===== src/rtl/logic32_reg_unit_pkg.sv =====
// Shared constants for the 32-bit bitwise logic unit and the datapath around it.
package logic32_reg_unit_pkg;

   // Operand and result width; the unit is only built and verified at 32 bits.
   localparam int DATA_WIDTH = 32;

   // Value every result register takes on reset. It is all-zero for the
   // inverting outputs too, so reset is distinguishable from A=B=0.
   localparam logic [DATA_WIDTH-1:0] RESET_VALUE = 32'h0000_0000;

   // Bundle of the four parallel results, handy for anything that muxes them.
   typedef struct packed {
      logic [DATA_WIDTH-1:0] nor_y;
      logic [DATA_WIDTH-1:0] and_y;
      logic [DATA_WIDTH-1:0] inv_a_y;
      logic [DATA_WIDTH-1:0] inv_b_y;
   } logic_results_t;

endpackage : logic32_reg_unit_pkg


===== src/rtl/bitwise_gate_array32.sv =====
// Combinational gate array: per-bit NOR, AND, NOT A and NOT B.
// Each result bit depends only on A[i] and B[i]; there is no cross-bit logic.
module bitwise_gate_array32
   import logic32_reg_unit_pkg::*;
#(
   parameter int WIDTH = DATA_WIDTH
) (
   input  logic [WIDTH-1:0] a,
   input  logic [WIDTH-1:0] b,
   output logic [WIDTH-1:0] nor_y,
   output logic [WIDTH-1:0] and_y,
   output logic [WIDTH-1:0] inv_a_y,
   output logic [WIDTH-1:0] inv_b_y
);

   // OR array kept explicit so NOR is literally its inversion.
   logic [WIDTH-1:0] or_y;

   // One gate slice per bit position.
   generate
      for (genvar gi = 0; gi < WIDTH; gi++) begin : g_bit
         assign or_y[gi]    = a[gi] | b[gi];
         assign nor_y[gi]   = ~or_y[gi];
         assign and_y[gi]   = a[gi] & b[gi];
         assign inv_a_y[gi] = ~a[gi];
         assign inv_b_y[gi] = ~b[gi];
      end
   endgenerate

endmodule : bitwise_gate_array32


===== src/rtl/logic32_reg_unit.sv =====
// 32-bit bitwise logic unit: parallel NOR/AND/NOT A/NOT B with a
// load-enabled output register stage and a VALID flag for the ALU result mux.
module logic32_reg_unit
   import logic32_reg_unit_pkg::*;
#(
   parameter int WIDTH = DATA_WIDTH
) (
   input  logic             CLK,
   input  logic             RST,      // asynchronous, active-low
   input  logic             EN,
   input  logic [WIDTH-1:0] A,
   input  logic [WIDTH-1:0] B,
   output logic [WIDTH-1:0] NOR_Y,
   output logic [WIDTH-1:0] AND_Y,
   output logic [WIDTH-1:0] INV_A_Y,
   output logic [WIDTH-1:0] INV_B_Y,
   output logic             VALID
);

   localparam logic [WIDTH-1:0] RST_VAL = WIDTH'(RESET_VALUE);

   logic [WIDTH-1:0] nor_c, and_c, inv_a_c, inv_b_c;

   logic [WIDTH-1:0] nor_d, and_d, inv_a_d, inv_b_d;
   logic [WIDTH-1:0] nor_q, and_q, inv_a_q, inv_b_q;
   logic             valid_d, valid_q;

   bitwise_gate_array32 #(
      .WIDTH   (WIDTH)
   ) u_gates (
      .a       (A),
      .b       (B),
      .nor_y   (nor_c),
      .and_y   (and_c),
      .inv_a_y (inv_a_c),
      .inv_b_y (inv_b_c)
   );

   // Next-state: load all four results when enabled, otherwise hold; VALID follows EN.
   always_comb begin
      nor_d   = nor_q;
      and_d   = and_q;
      inv_a_d = inv_a_q;
      inv_b_d = inv_b_q;
      valid_d = EN;
      if (EN) begin
         nor_d   = nor_c;
         and_d   = and_c;
         inv_a_d = inv_a_c;
         inv_b_d = inv_b_c;
      end
   end

   // Result registers; reset clears everything immediately, independent of CLK.
   always_ff @(posedge CLK or negedge RST) begin
      if (!RST) begin
         nor_q   <= RST_VAL;
         and_q   <= RST_VAL;
         inv_a_q <= RST_VAL;
         inv_b_q <= RST_VAL;
         valid_q <= 1'b0;
      end else begin
         nor_q   <= nor_d;
         and_q   <= and_d;
         inv_a_q <= inv_a_d;
         inv_b_q <= inv_b_d;
         valid_q <= valid_d;
      end
   end

   assign NOR_Y   = nor_q;
   assign AND_Y   = and_q;
   assign INV_A_Y = inv_a_q;
   assign INV_B_Y = inv_b_q;
   assign VALID   = valid_q;

endmodule : logic32_reg_unit


===== config.mk =====
export PLATFORM = sky130hd
export DESIGN_NAME = logic32_reg_unit
export DESIGN_NICKNAME = d
export VERILOG_FILES = /design/src/rtl/logic32_reg_unit_pkg.sv /design/src/rtl/bitwise_gate_array32.sv /design/src/rtl/logic32_reg_unit.sv
export SDC_FILE = /design/constraint.sdc
export NUM_CORES = 1
export LEC_CHECK = 0
export ABC_AREA = 1
export CAP_MARGIN = 25
export CORE_MARGIN = 2
export CORE_UTILIZATION = 39
export DETAILED_ROUTE_END_ITERATION = 16
export PLACE_DENSITY_LB_ADDON = 0.3
export REMOVE_ABC_BUFFERS = 1
export SLEW_MARGIN = 5
export SYNTH_ARGS = -nofsm -noshare
export SYNTH_HDL_FRONTEND = slang
export SYNTH_SLANG_ARGS = --single-unit
export TNS_END_PERCENT = 5

===== constraint.sdc =====
create_clock -name CLK -period 0.8 [get_ports CLK]
set_clock_uncertainty 0.05 [all_clocks]
set_input_delay 0.16 -clock CLK [delete_from_list [all_inputs] [get_ports CLK]]
set_output_delay 0.16 -clock CLK [all_outputs]
set_load 0.01 [all_outputs]

# Word-level counts from Yosys, hierarchy flattened
# Index checks and enable logic that the tools add are counted.
# W data, S select, Z words.
word_totals:
  ff_bits: 129
  in_bits: 67
  out_inout_bits: 129
  elab_cells: 165
op_classes:
  bitwise_logic: 160
op_table:
  columns: ["op", "count"]
  rows:
  - ["$not A1 Y1", 96]
  - ["$and A1 B1 Y1", 32]
  - ["$or A1 B1 Y1", 32]

# Depth between registers and ports, before layout
# Gate-level depths: netlist of the first run.
depth:
  ltp_word: 2
  mapped_depth: 5

# Hierarchy
# A second synthesis of the first run with hierarchy kept.
hier_totals:
  cells_unflattened: 702
  area_unflattened_um2: 5585.4
by_module_without_submodules:
  columns: ["module", "instances", "cells_per_inst", "area_per_inst_um2", "seq_area_each_um2"]
  rows:
  - ["logic32_reg_unit", 1, 542, 4984.8, 3228.1]
  - ["bitwise_gate_array32", 1, 160, 600.6, 0.0]

# Worst setup path after synthesis of the first run
# Ideal clock, no wire load.
synth_timing:
  path_type: "input to register"
  startpoint: "in EN"
  endpoint: "reg inv_a_q[19], in the netlist INV_A_Y[19]"
  setup_time_ns: 0.076
  arrival_time_ns: 0.609
  required_time_ns: 0.674
  slack_ns: 0.065
  stages: 5
  n_path_buf: 2
  cell_sequence: "inv_2 > buf_6 > buf_2 > nand2_1 > o21ai_1"
synth_lines:
  columns: ["item", "line", "text"]
  rows:
  - ["from (decl)", "logic32_reg_unit.sv:10", "input logic EN,"]
  - ["to (signal assigned)", "logic32_reg_unit.sv:65", "inv_a_q <= inv_a_d;"]
  - ["to (decl)", "logic32_reg_unit.sv:25", "logic [WIDTH-1:0] nor_q, and_q, inv_a_q, inv_b_q;"]

# Worst setup path after layout of the first run
layout_timing:
  startpoint: "reg inv_b_q[8], in the netlist INV_B_Y[8]"
  endpoint: "out INV_B_Y[8]"
layout_lines:
  columns: ["item", "line", "text"]
  rows:
  - ["from (decl)", "logic32_reg_unit.sv:25", null]
  - ["from (signal assigned)", "logic32_reg_unit.sv:66", "inv_b_q <= inv_b_d;"]
  - ["to (decl)", "logic32_reg_unit.sv:16", "output logic [WIDTH-1:0] INV_B_Y,"]
# No word-level cell between the ends.

==> results.yml, run 1 <==
finish:
  multi_input_area_sq_um: 1470
  fin_cells: 917
  nets: 803
  diodes: 0
  fill_cells: 1052
  design_area_sq_um: 7460
  register_area_sq_um: 3230
  syn_to_final_growth_pct: 53.0
  fin_util_pct: 61.6
  drive_gt1_share_pct: 28.2
detailed_routing:
  routed_via_density: 4.59
  via_count: 4205
  route.detailed.drc: 0
  final_antenna_net_count: 0
  highest_layer: "met4"
  first_pass_iters: 5
  wl_per_cell_microns: 14.1
  wl_met3_microns: 1180
  drtIter0Drc: 250
  drt-met1-wl_microns: 5490
  wl_met2_microns: 6110
  wirelength_microns: 13000
die:
  die_h_microns: 116
  die_area_sq_um: 13400
  start_util_pct: 40.2
  io_pins: 196
  die_w_microns: 116
  core_area_sq_um: 12100
  rows: 40
sta:
  period_minus_slack_ns: 1.16
  hold_viol_final: 0
  max_freq_ghz: 0.859
  slew_violations: 0
  setup-violations-final: 131
  fin_crit_sh_pct: 145
  rsz0062_at_grt: "yes"
  timing.final.ws_setup_ns: -0.364
  tightest_slew_ns: 0.362
  tns_ns: -43.52
  slew_headroom_pct: 75.9
synthesis:
  yosysTopAreaCell: "dfrtp_1"
  synth_area_sq_um: 4870
  synth_seq_cells: 129
  yosys_warnings: 0
  synth_top_cell_area_share_pct: 66.2
  ys_seq_area_share_pct: 66.2
  synth-xor-area-share_pct: 0
  synth_compound_area_share_pct: 6.57
  avgSynthCellArea_sq_um: 9.56
  synthMuxAreaShare_pct: 0
  synth_top_family_by_area: "simple AND/OR/NAND/NOR gates"
  synthCells: 510
  synthTopCellsByArea: "dfrtp_1 66%, nand2_1 17%, o21ai_1 5.7%, nand3_1 3.3%, nor2_1 2.5%"
  synth_top_cells_by_count: "224 x nand2_1, 129 x dfrtp_1, 56 x o21ai_1"
  synth.most_common_cell: "nand2_1"
  synth_cell_types: 11
  synth-main-ff-cell: "dfrtp_1"
  synth-simple-area-share_pct: 23.0
  synth-edff-count: 0
  synthArstFlopShare_pct: 100
  synth_fa_ha_area_share_pct: 0
min_path:
  hold_class: "input pin to async pin"
flow_run:
  timing.max_cap.violations: 0
worst_setup_path:
  crit_path_end_kind: "output pin"
  crit_family: "flip-flops"
  cp-start-kind: "register"
  critPathRequiredTime_ns: 0.59
  critical_path_buf_inv_count: 1
  critPathSlowestCell: "dfrtp_1"
  critical_path_peak_fanout: 2
  worstPathCellList: "buf_2"
  crit_type: "register to output pin"
  arrival_ns: 0.95
  max_stage_delay_ns: 0.40
pwr:
  power.internal_uw: 13200
  p_leak_uw: 0.00387
  p_per_area_nw_per_um2: 2350
  seq_power_share_pct: 42.1
  swShare_pct: 24.6
  clockPowerShare_pct: 43.1
  vdd_drop_max_mv: 1.72
  power.net_switching_uw: 4320
  p_comb_share_pct: 14.8
global_routing:
  grt_pass1_vias: 4104
  grt_overflow: 0
  grt_max_degree: 34
  grt_pass1_wl_microns: 20000
  antenna_found_initial: 0
  track_usage_pct: 19.4
placed_design:
  gp_congestion: 0.791
  place_area_sq_um: 7150
  hpwl_microns: 9240
  io_buffers: 195
  placed_cells: 872
  pre_cts_ws_ns: -0.328
clock_tree:
  cts_tree: "built"
  clk_latency_ns: 0.41
  cts_buffers: 17
  cts_root_buf: "clkbuf_16"
  clk_pin_slew_worst_paths_ns: 0.05
  cts_num_sinks: 129
  htreeDepth: 4
  cts.path.max_buffers: 2
run_status:
  violations: "setup timing"
  outcome: "complete, but fails checks"
placed cells by master (no fill, tap or decap):
cell type and instances:
nor2_1 32, clkinvlp_4 3, o21ai_0 8, bufinv_16 2, buf_2 93, buf_4 29, dfrtp_1 129, clkbuf_16 17
clkdlybuf4s50_1 64, nand2_1 217, inv_6 1, o21ai_1 54, o21ai_2 2, nand2_2 7, dlygate4sd3_1 1, clkinv_2 5
clkbuf_8 4, clkbuf_1 1, buf_6 39, buf_12 9, nand3_1 32
layout make-up:
class                   instances  share of cell area, %
clock buffers                  22                   6.49
clock inverters                10                   1.44
inverters                       1                  0.117
multi-input cells             352                   19.7
flip-flops and latches        129                   43.3
well taps                     168                   2.82
repair buffers                235                   26.2
logic make-up (layout without fill, tap and decap cells):
family | Yosys count | after routing
simple gates | 288 | 288
buf+inv | 29 | 268
compound gates | 64 | 64
flops | 129 | 129
power groups by stage:
stage | Combinational [uW] | Clock, uW | Sequential [uW]
2_1_floorplan | 556 | 0 | 7720
4_1_cts | 2530 | 7710 | 7380
3_5_place_dp | 2860 | 0 | 7480
3_3_place_gp | 2810 | 0 | 7460
5_1_grt | 2840 | 8080 | 7450
6_report | 2600 | 7570 | 7400
registers in the layout (all words and copies together), names as in the netlist:
register / flops
AND_Y: 32
INV_A_Y: 32
INV_B_Y: 32
NOR_Y: 32
VALID: 1
stage by stage:
step                      hold slack, ns  power [uW]
after floorplan                   -0.186        8270
after global placement           0.00842       10300
after detailed placement         0.00603       10300
after CTS                          0.121       17600
after global routing               0.127       18400
final                              0.138       17600
metal layers:
layer,vias to the layer above,track usage [%]
met4,0,6.59
met5,-,0
met2,159,30.6
met1,1947,24.1
li1,2083,-
met3,16,8.26
path summary, 6_finish.rpt:
kind | startpoint | endpoint | slack, ns | depth (start not counted)
max | INV_B_Y[8]$_DFFE_PN0P_ | INV_B_Y[8] | -0.36 | 1
min | RST | AND_Y[21]$_DFFE_PN0P_ | 0.14 | 2
min in group CLK | EN | NOR_Y[17]$_DFFE_PN0P_ | 0.14 | 4
max reg2reg | INV_A_Y[23]$_DFFE_PN0P_ | INV_A_Y[23]$_DFFE_PN0P_ | -0.10 | 4
max in group asynchronous | RST | INV_A_Y[24]$_DFFE_PN0P_ | 0.10 | 3
min reg2reg | NOR_Y[19]$_DFFE_PN0P_ | NOR_Y[19]$_DFFE_PN0P_ | 0.42 | 2
what timing repair did:
item,4_1_cts,5_1_grt
gates resized for setup,540,24
setup buffers,9,3
hold buffers,1,0
hold endpoints to repair,129,0
pin swaps,1,2
endpoints found under the setup margin,129,137
No activity file was read; power rests on OpenSTA's default activity.
==> run 2: changes to the inputs <==
--- a/config.mk
+++ b/config.mk
@@ -8,7 +8,7 @@
 export ABC_AREA = 1
 export CAP_MARGIN = 25
 export CORE_MARGIN = 2
-export CORE_UTILIZATION = 39
+export CORE_UTILIZATION = 35
 export DETAILED_ROUTE_END_ITERATION = 16
 export PLACE_DENSITY_LB_ADDON = 0.3
 export REMOVE_ABC_BUFFERS = 1
==> run 2 against run 1 <==
Against the previous run: the run still ends with setup timing left; total power fell by 3.4%; critical path depth did not move; via count rose by 0.36%; worst hold slack got worse by 0.011 ns; critical path type unchanged.
==> results.yml, run 2 (synthesis results as in run 1) <==
global_routing:
  grt_pass1_vias: 4100
  track_usage_pct: 17.9
  grt_overflow: 0
  grt_max_degree: 41
  antenna_found_initial: 0
  grt_pass1_wl_microns: 20700
worst_setup_path:
  critPathRequiredTime_ns: 0.59
  critPathLaunch: "INV_B_Y[14]$_DFFE_PN0P_"
  crit_type: "register to output pin"
  cp-start-kind: "register"
  max_stage_delay_ns: 0.40
  arrival_ns: 0.94
  crit_family: "flip-flops"
  worstPathCellList: "buf_2"
  path_depth: 1
  reg2reg_from: "INV_B_Y[24]$_DFFE_PN0P_"
  critical_path_peak_fanout: 2
  r2r_end: "INV_B_Y[24]$_DFFE_PN0P_"
  rrSetupSlack_ns: -0.02
  crit_path_end_kind: "output pin"
  critPathSlowestCell: "dfrtp_1"
  reg2reg_depth: 3
  critical_path_buf_inv_count: 1
  worstSetupEndpoint: "INV_B_Y[14]"
detailed_routing:
  final_antenna_net_count: 0
  routed_via_density: 4.57
  first_pass_iters: 5
  wl_per_cell_microns: 14.1
  highest_layer: "met4"
  wl_met3_microns: 1020
  via_count: 4220
  route.detailed.drc: 0
  wl_met2_microns: 6140
  wirelength_microns: 13000
  drtIter0Drc: 210
  drt-met1-wl_microns: 5640
die:
  start_util_pct: 35.5
  die_h_microns: 122
  die_area_sq_um: 14900
  rows: 43
  die_w_microns: 122
  io_pins: 196
  core_area_sq_um: 13700
flow_run:
  timing.max_cap.violations: 0
clock_tree:
  cts_buffers: 17
  clk_pin_slew_worst_paths_ns: 0.05
  cts_num_sinks: 129
  cts_root_buf: "clkbuf_16"
  htreeDepth: 4
  cts.path.max_buffers: 2
  clk_latency_ns: 0.39
  cts_tree: "built"
min_path:
  min_path_cells: 2
  hold_class: "input pin to register"
sta:
  tns_ns: -41.36
  hold_viol_final: 0
  setup-violations-final: 130
  slew_violations: 0
  slew_headroom_pct: 82.2
  timing.final.ws_setup_ns: -0.351
  period_minus_slack_ns: 1.15
  tightest_slew_ns: 0.267
  fin_crit_sh_pct: 144
  rsz0062_at_grt: "yes"
  max_freq_ghz: 0.869
finish:
  mostFrequentLayoutCells: "221 x nand2_1, 129 x dfrtp_1, 92 x buf_2"
  drive_gt1_share_pct: 26.6
  nets: 800
  diodes: 0
  final_common_cell: "nand2_1"
  syn_to_final_growth_pct: 51.2
pwr:
  vdd_drop_max_mv: 1.43
  p_per_area_nw_per_um2: 2300
  p_leak_uw: 0.00382
placed_design:
  io_buffers: 195
  hpwl_microns: 9240
  gp_congestion: 0.788
  pre_cts_ws_ns: -0.329
run_status:
  violations: "setup timing"
  outcome: "complete, but fails checks"
==> run 2: routing by layer <==
metal | global-route usage, % | up-vias
met2 | 28.7 | 153
met4 | 6.47 | 0
met3 | 5.57 | 15
met1 | 22.9 | 1969
met5 | 0 | -
li1 | - | 2083
==> run 2: cell type report <==
cell class,instances,area [sq um]
Multi-Input combinational cell,352,1450
Timing Repair Buffer,232,1920
Clock inverter,6,57.6
Tap cell,180,225
Inverter,1,8.76
Fill cell,1262,6350
Sequential cell,129,3230
Clock buffer,24,482
==> run 2: timing repair <==
item,4_1_cts,5_1_grt
cloned,0,0
buffers inserted,7,1
hold buffers,1,0
endpoints found under the hold margin,129,0
endpoints found under the setup margin,129,134
resized for setup,537,22
==> run 2: stage by stage <==
| step | instance area, sq um | total power (uW) | hold WS (ns) | cells | utilization [%] |
|---|---|---|---|---|---|
| after CTS | 7250 | 17100 | 0.102 | 923 | 52.8 |
| after floorplan | 4670 | 8270 | -0.186 | 482 | - |
| after global routing | 7370 | 17800 | 0.118 | 924 | 53.7 |
| after detailed placement | 7160 | 10300 | 0.0104 | 885 | 52.2 |
| after global placement | 7160 | 10300 | 0.00530 | 885 | 52.2 |
| final | 7370 | 17000 | 0.127 | 924 | 53.7 |
==> run 2: worst min path at each step <==
stage,startpoint,end
floorplan,RST,AND_Y[0]$_DFFE_PN0P_
global placement,RST,INV_B_Y[15]$_DFFE_PN0P_
detailed placement,RST,INV_A_Y[15]$_DFFE_PN0P_
CTS,EN,VALID$_DFF_PN0_
global route,EN,VALID$_DFF_PN0_
finish,EN,VALID$_DFF_PN0_
==> run 2: report_power, final <==
part	internal, uW	leakage, uW	switching (uW)
Clock	4460	0.000266	2570
Combinational	1260	0.00193	1290
Sequential	7070	0.00162	318
==> run 3: changes to the inputs <==
--- a/config.mk
+++ b/config.mk
@@ -12,7 +12,7 @@
 export DETAILED_ROUTE_END_ITERATION = 16
 export PLACE_DENSITY_LB_ADDON = 0.3
 export REMOVE_ABC_BUFFERS = 1
-export SLEW_MARGIN = 5
+export SLEW_MARGIN = 10
 export SYNTH_ARGS = -nofsm -noshare
 export SYNTH_HDL_FRONTEND = slang
 export SYNTH_SLANG_ARGS = --single-unit
==> results of run 3 <==
Same layout as run 2: the final DEF is identical, and so are final timing and power.
